--- config.mk ---
export PLATFORM = sky130hd
export DESIGN_NAME = overlap_discard
export DESIGN_NICKNAME = d
export VERILOG_FILES = /design/src/rtl/overlap_discard_pkg.sv /design/src/rtl/overlap_discard.sv
export SDC_FILE = /design/constraint.sdc
export NUM_CORES = 1
export LEC_CHECK = 0
export ABC_CLOCK_PERIOD_IN_PS = 6400
export CORE_AREA = 4 4 203 205
export CTS_BUF_LIST = sky130_fd_sc_hd__clkbuf_16
export DETAILED_ROUTE_END_ITERATION = 8
export DIE_AREA = 0 0 207 209
export GPL_TIMING_DRIVEN = 1
export PLACE_DENSITY = 0.61
export SLEW_MARGIN = 20
export SYNTH_ARGS = -nofsm -noshare
export SYNTH_HDL_FRONTEND = slang
export SYNTH_SLANG_ARGS = --single-unit
--- constraint.sdc ---
create_clock -name i_clk -period 6.4 [get_ports i_clk]
set_input_delay 1.28 -clock i_clk [delete_from_list [all_inputs] [get_ports i_clk]]
set_output_delay 1.28 -clock i_clk [all_outputs]
set_load 0.01 [all_outputs]
--- src/rtl/overlap_discard_pkg.sv ---
// Shared overlap-save definitions: block size and the discard FSM state encoding.
package overlap_discard_pkg;

  // Samples per parallel block presented to the discard stage.
  localparam int unsigned BlockSize = 32;

  typedef enum logic {
    StIdle,   // buffer empty
    StStream  // buffer holds a block that is still being sent
  } state_e;

endpackage

--- src/rtl/overlap_discard.sv ---
// Overlap-save discard stage. Accepts one 32-sample parallel block, drops the first
// N_OVERLAP samples and streams the remaining N_OUT samples out one per enabled cycle.
//
// Ports:
//   i_clk                 clock, rising edge
//   i_rst                 synchronous active-low reset
//   i_enable              global advance enable
//   i_valid               offered block on i_data_* is valid
//   i_data_0..i_data_31   parallel block, index 0 is the oldest sample
//   o_ready               (comb) offered block is accepted this cycle
//   o_valid               (reg) o_data carries a sample
//   o_data                (reg) serial output sample
//   o_overflow            (reg) one-cycle pulse when an offered block is dropped
module overlap_discard
  import overlap_discard_pkg::*;
#(
  parameter int unsigned NB_DATA   = 16,
  parameter int unsigned N_OVERLAP = 16
) (
  input  logic               i_clk,
  input  logic               i_rst,
  input  logic               i_enable,
  input  logic               i_valid,
  input  logic [NB_DATA-1:0] i_data_0,
  input  logic [NB_DATA-1:0] i_data_1,
  input  logic [NB_DATA-1:0] i_data_2,
  input  logic [NB_DATA-1:0] i_data_3,
  input  logic [NB_DATA-1:0] i_data_4,
  input  logic [NB_DATA-1:0] i_data_5,
  input  logic [NB_DATA-1:0] i_data_6,
  input  logic [NB_DATA-1:0] i_data_7,
  input  logic [NB_DATA-1:0] i_data_8,
  input  logic [NB_DATA-1:0] i_data_9,
  input  logic [NB_DATA-1:0] i_data_10,
  input  logic [NB_DATA-1:0] i_data_11,
  input  logic [NB_DATA-1:0] i_data_12,
  input  logic [NB_DATA-1:0] i_data_13,
  input  logic [NB_DATA-1:0] i_data_14,
  input  logic [NB_DATA-1:0] i_data_15,
  input  logic [NB_DATA-1:0] i_data_16,
  input  logic [NB_DATA-1:0] i_data_17,
  input  logic [NB_DATA-1:0] i_data_18,
  input  logic [NB_DATA-1:0] i_data_19,
  input  logic [NB_DATA-1:0] i_data_20,
  input  logic [NB_DATA-1:0] i_data_21,
  input  logic [NB_DATA-1:0] i_data_22,
  input  logic [NB_DATA-1:0] i_data_23,
  input  logic [NB_DATA-1:0] i_data_24,
  input  logic [NB_DATA-1:0] i_data_25,
  input  logic [NB_DATA-1:0] i_data_26,
  input  logic [NB_DATA-1:0] i_data_27,
  input  logic [NB_DATA-1:0] i_data_28,
  input  logic [NB_DATA-1:0] i_data_29,
  input  logic [NB_DATA-1:0] i_data_30,
  input  logic [NB_DATA-1:0] i_data_31,
  output logic               o_ready,
  output logic               o_valid,
  output logic [NB_DATA-1:0] o_data,
  output logic               o_overflow
);

  localparam int unsigned N_OUT = BlockSize - N_OVERLAP;
  // Keep the counter at least one bit wide when only one sample survives.
  localparam int unsigned CntW = (N_OUT > 1) ? $clog2(N_OUT) : 1;
  localparam logic [CntW-1:0] CntLast = CntW'(N_OUT - 1);

  logic [NB_DATA-1:0] blk [BlockSize];

  assign blk[0]  = i_data_0;
  assign blk[1]  = i_data_1;
  assign blk[2]  = i_data_2;
  assign blk[3]  = i_data_3;
  assign blk[4]  = i_data_4;
  assign blk[5]  = i_data_5;
  assign blk[6]  = i_data_6;
  assign blk[7]  = i_data_7;
  assign blk[8]  = i_data_8;
  assign blk[9]  = i_data_9;
  assign blk[10] = i_data_10;
  assign blk[11] = i_data_11;
  assign blk[12] = i_data_12;
  assign blk[13] = i_data_13;
  assign blk[14] = i_data_14;
  assign blk[15] = i_data_15;
  assign blk[16] = i_data_16;
  assign blk[17] = i_data_17;
  assign blk[18] = i_data_18;
  assign blk[19] = i_data_19;
  assign blk[20] = i_data_20;
  assign blk[21] = i_data_21;
  assign blk[22] = i_data_22;
  assign blk[23] = i_data_23;
  assign blk[24] = i_data_24;
  assign blk[25] = i_data_25;
  assign blk[26] = i_data_26;
  assign blk[27] = i_data_27;
  assign blk[28] = i_data_28;
  assign blk[29] = i_data_29;
  assign blk[30] = i_data_30;
  assign blk[31] = i_data_31;

  state_e             state_q;
  logic [CntW-1:0]    cnt_q;
  logic [NB_DATA-1:0] buffer_q [N_OUT];

  logic last_sample;
  logic accept;

  assign last_sample = (state_q == StStream) && (cnt_q == CntLast);
  // Ready is also low during reset so nothing is handshaken while the block is held.
  assign o_ready     = i_rst & i_enable & ((state_q == StIdle) | last_sample);
  assign accept      = i_valid & o_ready;

  always_ff @(posedge i_clk) begin
    if (!i_rst) begin
      state_q    <= StIdle;
      cnt_q      <= '0;
      o_valid    <= 1'b0;
      o_data     <= '0;
      o_overflow <= 1'b0;
      for (int unsigned i = 0; i < N_OUT; i++) begin
        buffer_q[i] <= '0;
      end
    end else begin
      o_overflow <= i_valid & ~o_ready;
      o_valid    <= 1'b0;
      if (i_enable) begin
        if (state_q == StStream) begin
          o_data  <= buffer_q[cnt_q];
          o_valid <= 1'b1;
          if (last_sample) begin
            state_q <= StIdle;
            cnt_q   <= '0;
          end else begin
            cnt_q <= cnt_q + 1'b1;
          end
        end
        // A new block overrides the idle transition; o_data above still takes the old
        // last sample because the buffer read sees pre-edge contents.
        if (accept) begin
          for (int unsigned i = 0; i < N_OUT; i++) begin
            buffer_q[i] <= blk[N_OVERLAP + i];
          end
          cnt_q   <= '0;
          state_q <= StStream;
        end
      end
    end
  end

endmodule

==> metrics.txt <==
status finished clean; Setup Fix Bufs, Post-CTS 0; Pint ~3.5 mW; drt drc 0; Reg2Reg Capture Point buffer_q[13][7]; Slew Limit Fails 0; dpl cell area roughly 16,000 um^2; post-CTS sizing 0; Hold Fails Final Rpt 0; io pins 535; Yosys cell types 31; largest net degree at the start of global routing approximately 180; Slew @ Worst Pin 1071 ps; Syn. warnings 0; Sw Share 0.2089; final setup fails 0; Post-CTS Hold Fix Bufs 0; hold path cells 2; DRT iter0 DRCs 412; worst reg2reg startpoint cnt_q[0]; Max FO, Critical Path 53; syn avg cell area 15.69 um^2; Core ar. 39,460 um^2; leakage power 6.020 nW; GRT overflow 0; VDD IR-drop max 129.4 uV; CP Launch Type flop; TritonCTS clock tree built; Die Height 209 um; Area growth syn-to-layout 34.92%; CTS clk-pin slew, worst paths 60 ps; vias in the first global route 7,672; Final Cell Area 16,680 um^2; top-count cell post-synth and2_1; Buf/Inv on CP 1; crit path max-delay cell type dfxtp_4; Hold/Removal Path Class flop to flop; Clock Power Share 0.428; share of cells above drive strength 1 0.09209; Relative slew margins 0.2859; H-tree depth 2; RSZ-0062 raised after global routing no; initial antenna violation count 2; all-layer global routing usage 0.1503; Final min period 4369 ps; CP endpoint kind primary output; I/O Buffers between 200 and 300; Critical Path AT 3090 ps; most frequent cells after synthesis and2_1 (261), edfxtp_1 (256), mux2i_1 (35); crit-path cells ha_1 > nand3_1 > a21boi_2 > and2_1 > clkdlybuf4s50_1; initial core utilization 0.3133; Antenna Cells 0; post-synthesis async set-or-reset flop share 0; Tcrit/Tclk final 0.6827; sequential fraction of the synthesis area 0.6590; PwrDens 265.5 nW/um^2; Final nets 1,569; clk sink count 279; cell taking the most area after synthesis edfxtp_1; die footprint between 40,000 and 50,000 um^2; Row Count 73; via count 7,340; mean routed wirelength per cell between 20 and 25 um; Reg power frac 0.488; Worst path max stage delay between 900 and 1000 ps; post-synthesis register bit count roughly 280; Hold Path End o_data[15]; clock root buffer master clkbuf_16; Post-Synthesis Cells ~790; EDFF count, synth around 260; Post-Route Skew about 24 ps; CP delay by family, top flip-flops; R2R Setup Slk around 2700 ps; Synth top area share 0.6218; HP Start o_data[15]; ys flop type edfxtp_1; worst skew pair latency 530 ps; HPWL after DPL 23.36 mm; Die W 207 um; Fmax 228.9 MHz; Final Wtd Congestion 0.7761; Mapped Nets 1,305; R2R cell count 5; CTS max path bufs 3; Routed Wire Length 33.49 mm; final setup TNS 0 ps; Psw 0.9251 mW; router iterations before antenna repair 4; Post-Synthesis Cell Area 12,360 um^2; max cap viols 0; Synth area leaders edfxtp_1 (62%), and2_1 (13%), mux4_1 (5.7%); WP data required 5120 ps; CTS Buf Count 35; Comb pwr share 0.084; global-route wire length before repair 48.52 mm; crit path kind flop to primary output; antenna viol nets, final 0; vias per cell around 4.6
## worst max path at each step
stage / from / to / slack (ps) / cells after the start
after floorplan: i_enable / buffer_q[0][0] / 1100 / 2
after global placement: i_enable / o_ready / 2230 / 4
after detailed placement: i_enable / o_ready / 2210 / 4
after CTS: cnt_q[0] / o_ready / 1870 / 5
after global routing: cnt_q[0] / o_ready / 1780 / 5
final: cnt_q[0] / o_ready / 2030 / 5
## worst reg2reg max path: stages (launching register included)
cell,delay (ps)
dfxtp_4,990
ha_1,350
nand3_1,130
a21boi_2,320
a21bo_4,550
buf_12,630
## layout make-up
| class | count | area (um^2) |
|---|---|---|
| Sequential cell | 279 | 8157 |
| Clock buffer | 35 | 875.8 |
| Timing Repair Buffer | 285 | 2843 |
| Clock inverter | 25 | 221.5 |
| Multi-Input combinational cell | 451 | 3926 |
| Fill cell | 3676 | 22780 |
| Tap cell | 525 | 656.9 |
## metrics by stage
stage / setup slack [ps] / hold slack [ps] / instances / util / power (mW)
CTS: 1869 / 479.8 / 1600 / 0.4227 / 4.501
global placement: 2228 / 444.3 / 1540 / 0.3949 / 2.573
floorplan: 1100 / 496.1 / 788 / - / 2.344
detailed placement: 2214 / 454.7 / 1540 / 0.3949 / 2.579
global route: 1784 / 505.5 / 1600 / 0.4227 / 4.610
finish: 2031 / 483.1 / 1600 / 0.4227 / 4.428
## power by group through the flow
stage | clock network, mW | logic, mW | registers, mW
global placement | 0 | 0.377 | 2.20
finish | 1.89 | 0.372 | 2.16
global route | 2.04 | 0.401 | 2.17
detailed placement | 0 | 0.379 | 2.20
CTS | 1.96 | 0.382 | 2.16
floorplan | 0 | 0.152 | 2.19
## routing by layer
layer  global-route usage  up-vias  routed length, um
li1                     -     3472                  -
met1               0.1965     3589              14510
met2               0.2376      221              15770
met3              0.04279       54               2106
met4              0.05996        4               1081
met5                    0        -                 24
## cell usage in the layout, fill, tap and decap left out, types with 5 or more instances in the layout
cell	synthesis	routed
a22oi_1	33	33
and2_1	261	261
buf_4	3	6
clkbuf_16	0	35
clkdlybuf4s50_1	0	277
clkinv_1	0	6
clkinv_2	0	7
dfxtp_1	23	20
edfxtp_1	256	256
inv_1	0	5
mux2_2	16	16
mux2i_1	35	35
mux4_1	27	27
mux4_2	20	20
nand2_1	22	22
o211ai_1	15	15
## flip-flops by register name, indices dropped and copies added (netlist names)
signal      count
buffer_q      256
o_data         16
o_valid         1
cnt_q           4
state_q         1
o_overflow      1
## logic make-up (layout without fill, tap and decap cells)
group | Yosys count | in the layout | synth area share
flops | 279 | 279 | 0.6590
fa+ha+maj | 1 | 1 | 0.001012
buf+inv | 58 | 345 | 0.02429
compound gates | 55 | 55 | 0.03380
xor+xnor | 1 | 1 | 0.0007086
simple gates | 296 | 296 | 0.1444
mux | 98 | 98 | 0.1367
Power figures use the tool's default switching activity.
==> RTL change 1: new RTL, same flow settings <==
Register the output `o_overflow` once more, with the module's reset; this adds one clock of latency there. The other outputs are not delayed to match. Comments in the files are not updated.
--- a/src/rtl/overlap_discard.sv
+++ b/src/rtl/overlap_discard.sv
@@ -65,4 +65,6 @@
   localparam logic [CntW-1:0] CntLast = CntW'(N_OUT - 1);
 
+  logic o_overflow_s0;
+
   logic [NB_DATA-1:0] blk [BlockSize];
 
@@ -118,10 +120,10 @@
       o_valid    <= 1'b0;
       o_data     <= '0;
-      o_overflow <= 1'b0;
+      o_overflow_s0 <= 1'b0;
       for (int unsigned i = 0; i < N_OUT; i++) begin
         buffer_q[i] <= '0;
       end
     end else begin
-      o_overflow <= i_valid & ~o_ready;
+      o_overflow_s0 <= i_valid & ~o_ready;
       o_valid    <= 1'b0;
       if (i_enable) begin
@@ -149,4 +151,12 @@
   end
 
+  always_ff @(posedge i_clk) begin
+    if (!i_rst) begin
+      o_overflow <= '0;
+    end else begin
+      o_overflow <= o_overflow_s0;
+    end
+  end
+
 endmodule
 
Function: changed (Yosys sat finds a counterexample within 4 cycles, from zero or initial values and one cycle with i_rst low).
==> RTL change 1 against the unedited design <==
  * Global-route usage rose by 0.054 points
  * Area after synthesis decreased by 0.13%
  * Sequential cell count is 1 higher
  * Sequential share of layout area down 0.13 points
  * Final area grew 0.50%
  * Largest cell class unchanged
  * Power rose by 1.8%
  * Worst setup slack improved by 0.14 ns
  * Routed wire length shrank 0.15%
  * Cell count grew 0.25%
  * Highest routed layer unchanged
  * Clock skew is 0.0083 ns lower
  * Critical path type is now input pin to primary output
==> RTL change 1: results (changes against the unedited design) <==
- Placed cells: 1545 (was 1540)
- Clk_skew: 0.0153 ns (was 0.0236 ns)
- Wire length per cell: 20.8 um (was 20.9 um)
- Multi-input logic cell count: 452 (was 451)
- Clock-cell share: 0.0687 (was 0.0658)
- HPWL Detailed: 23300 um (was 23400 um)
- Post-synthesis cell type count: 32 (was 31)
- Met3 Wirelength: 1650 um (was 2110 um)
- First-pass GRT wire length: 48800 um (was 48500 um)
- Placed Area: 0.0156 mm2 (about the same)
- Synth Instances: 790 (was 788)
- Synthesized Nets: 1307 (was 1305)
- Register area share after synthesis: 0.662 (was 0.659)
- CTS sink cnt: 280 (was 279)
- Inverters: 1 (was 0)
- Layout cells sized above 1: 0.0974 (was 0.0921)
- WP data arrival: 2.95 ns (was 3.09 ns)
- Worst ir drop on vdd: 0.000132 V (was 0.000129 V)
- Post-Place Setup Slack: 2.15 ns (was 2.21 ns)
- Fraction of area in multi-input gates: 0.233 (was 0.235)
- Via-to-Cell Ratio: 4.57 (was 4.59)
- Largest fanout on the critical path: 10 (was 53)
- Static Leak: 6.04 nW (was 6.02 nW)
- Final WL: 33400 um (was 33500 um)
- Num CTS Buffers: 34 (was 35)
- Initial antenna violation count: 4 (was 2)
- Wire length on met1: 14800 um (was 14500 um)
- Outcome: finished, final reports clean (unchanged)
- Ant. Diodes: 1 (was 0)
- Placer congestion estimate: 0.771 (was 0.776)
- Final nets: 1573 (was 1569)
- Vias in the first global route: 7663 (was 7672)
-- RTL change 1: cell types whose count changed after synthesis, sizes merged, moves of 2 or more --
cell / unedited run / this run
a221oi: 0 / 16
o211ai: 15 / 0
a21oi: 1 / 4
nand3: 1 / 4
a22oi: 33 / 16
buf: 23 / 21
mux2i: 35 / 32
o21ai: 1 / 17
-- RTL change 1: power groups by stage --
stage / combinational (mW) / sequential [mW] / clock (mW)
floorplan: 0.149 / 2.18 / 0
global placement: 0.378 / 2.17 / 0
detailed placement: 0.381 / 2.18 / 0
CTS: 0.383 / 2.14 / 2.07
global route: 0.406 / 2.15 / 2.14
finish: 0.374 / 2.14 / 1.99
-- RTL change 1: worst max-delay path: stages --
cell,delay (ns)
clkdlybuf4s50_1,0.65
nand2_1,0.17
a21oi_1,0.21
clkdlybuf4s50_1,0.63
-- RTL change 1: logic make-up (layout without fill, tap and decap cells) --
kind of cell	count (synthesis)	after routing	share of synthesized area
AND/OR/NAND/NOR	299	299	0.146
flip-flops	280	280	0.662
multiplexers	96	96	0.135
buffers and inverters	58	346	0.0236
AO/OA/AOI/OAI	55	55	0.0313
adder cells (fa/ha/maj)	1	1	0.00101
XOR/XNOR	1	1	0.000709
other	0	1	0
-- RTL change 1: final timing paths --
check	start	to	slack, ns	depth (start not counted)
max	i_enable	o_ready	2.17	4
min	o_overflow_s0$_SDFF_PN0_	o_overflow$_SDFF_PN0_	0.43	1
max reg2reg	cnt_q[1]$_SDFFE_PN0P_	buffer_q[8][7]$_SDFFCE_PN0P_	3.04	6
min reg2reg	o_overflow_s0$_SDFF_PN0_	o_overflow$_SDFF_PN0_	0.43	1
==> RTL change 2: new RTL, same settings <==
Without the edit above. Change the parameter `NB_DATA` from 16 to 8.
--- a/src/rtl/overlap_discard.sv
+++ b/src/rtl/overlap_discard.sv
@@ -15,5 +15,5 @@
   import overlap_discard_pkg::*;
 #(
-  parameter int unsigned NB_DATA   = 16,
+  parameter int unsigned NB_DATA   = 8,
   parameter int unsigned N_OVERLAP = 16
 ) (
Ports: changed (33 resized); port bits go from 535 to 271. No check against the original RTL was run, so the function may have changed too.
==> RTL change 2 against the unedited design <==
  * Sequential cell count down 136
  * Register-to-register slack better by 0.48 ns
  * Area after synthesis decreased by 49%
  * Worst setup slack improved by 0.038 ns
  * Critical path depth is 1 lower
  * Global-route usage fell by 7.1 points
  * Utilization down 20 points
  * Final area down 47%
  * Power down 49%
  * Routed wire length fell by 49%
  * Critical endpoint unchanged
  * Largest power group unchanged
==> RTL change 2: results (changes against the unedited design) <==
- Outcome: finished, final reports clean (unchanged)
- R2R setup slack: 3.19 ns (was 2.71 ns)
- Met3 Wirelength: 1050 um (was 2110 um)
- First-pass GRT wire length: 25300 um (was 48500 um)
- Regs by FF count: buffer_q: 128 flops, o_data: 8 flops, cnt_q: 4 flops (was buffer_q: 256 flops, o_data: 16 flops, cnt_q: 4 flops)
- Worst ir drop on vdd: 0.000137 V (was 0.000129 V)
- Placer congestion estimate: 0.722 (was 0.776)
- GRT met1 Usage: 0.0987 (was 0.196)
- Register area share after synthesis: 0.651 (was 0.659)
- Vias in the first global route: 4064 (was 7672)
- Initial DRC count: 215 (was 412)
- Synthesized Nets: 689 (was 1305)
- Top sig layer: met4 (was met5)
- Initial antenna violation count: 0 (was 2)
- Routed wl met2: 8210 um (was 15800 um)
- GRT Overall Usage: 0.0796 (was 0.150)
- Wire length on met1: 7650 um (was 14500 um)
- Largest fanout on the critical path: 9 (was 53)
- Post-synthesis cell type count: 33 (was 31)
- Global-route met3 utilization: 0.0296 (was 0.0428)
- Post-Place Setup Slack: 2.06 ns (was 2.21 ns)
- Number of flops mapped to enable cells by yosys: 128 (was 256)
- Met2 Resource Use GR: 0.128 (was 0.238)
- Worst-margin pin slew: 0.905 ns (was 1.07 ns)
- Placed Area: 0.00831 mm2 (was 0.0156 mm2)
- Synth top area cells: edfxtp_1, and2_1, mux2i_1, dfxtp_1, mux4_2 (was edfxtp_1, and2_1, mux4_1, dfxtp_1, mux4_2)
- Min-Delay Startpoint: o_data[6]$_SDFFE_PN0P_ (was o_data[15]$_SDFFE_PN0P_)
- Largest net degree at the start of global routing: 81 (was 175)
- Via-to-Cell Ratio: 3.51 (was 4.59)
- Worst setup startpoint: i_enable (was cnt_q[0]$_SDFFE_PN0P_)
- Commonest cells post-synth: and2_1, edfxtp_1, mux2i_1 (unchanged)
- Final nets: 825 (was 1569)
- Htree depth: 4 (was 2)
- Clk_lat worst skew: 0.43 ns (was 0.53 ns)
- Synth Area per Inst: 14.9 um2 (was 15.7 um2)
[RTL change 2: cell types whose count changed after synthesis, moves of 7 or more]
| cell | unedited run | this run |
|---|---|---|
| and2_1 | 261 | 129 |
| edfxtp_1 | 256 | 128 |
| mux4_1 | 27 | 4 |
| clkbuf_1 | 25 | 6 |
| a22oi_1 | 33 | 17 |
| mux2_2 | 16 | 0 |
| nand2_1 | 22 | 6 |
| o211ai_1 | 15 | 0 |
| dfxtp_1 | 23 | 15 |
| mux4_2 | 20 | 12 |
| a32oi_1 | 1 | 8 |
| o21ai_1 | 0 | 7 |
[RTL change 2: cell families (layout without fill, tap and decap cells)]
group | Yosys count | count (layout) | share of synthesized area
and+or+nand+nor | 154 | 154 | 0.149
DFF | 143 | 143 | 0.651
muxes | 56 | 56 | 0.122
AOI/OAI and AO/OA | 41 | 41 | 0.0460
buffers and inverters | 32 | 181 | 0.0277
adders and majority gates | 1 | 1 | 0.00197
xor gates and xnor gates | 1 | 1 | 0.00138
[RTL change 2: layout make-up]
class | instances | area [um2]
Clock buffer | 17 | 425
Sequential cell | 143 | 4150
Inverter | 1 | 3.75
Tap cell | 525 | 657
Clock inverter | 15 | 134
Multi-Input combinational cell | 253 | 2050
Timing Repair Buffer | 148 | 1490
Fill cell | 4220 | 30600
[RTL change 2: where the power goes]
part | leakage, nW | internal, mW | total, mW | switching (mW)
logic | 1.25 | 0.114 | 0.195 | 0.0801
registers | 1.46 | 1.08 | 1.09 | 0.0167
clock network | 0.269 | 0.540 | 0.970 | 0.430
total | 2.99 | 1.73 | 2.26 | 0.527
[RTL change 2: worst max-delay path, stage by stage]
cell and delay, ns:
clkdlybuf4s50_1 0.63, nand2_1 0.17, a21oi_1 0.30, clkdlybuf4s50_1 0.66
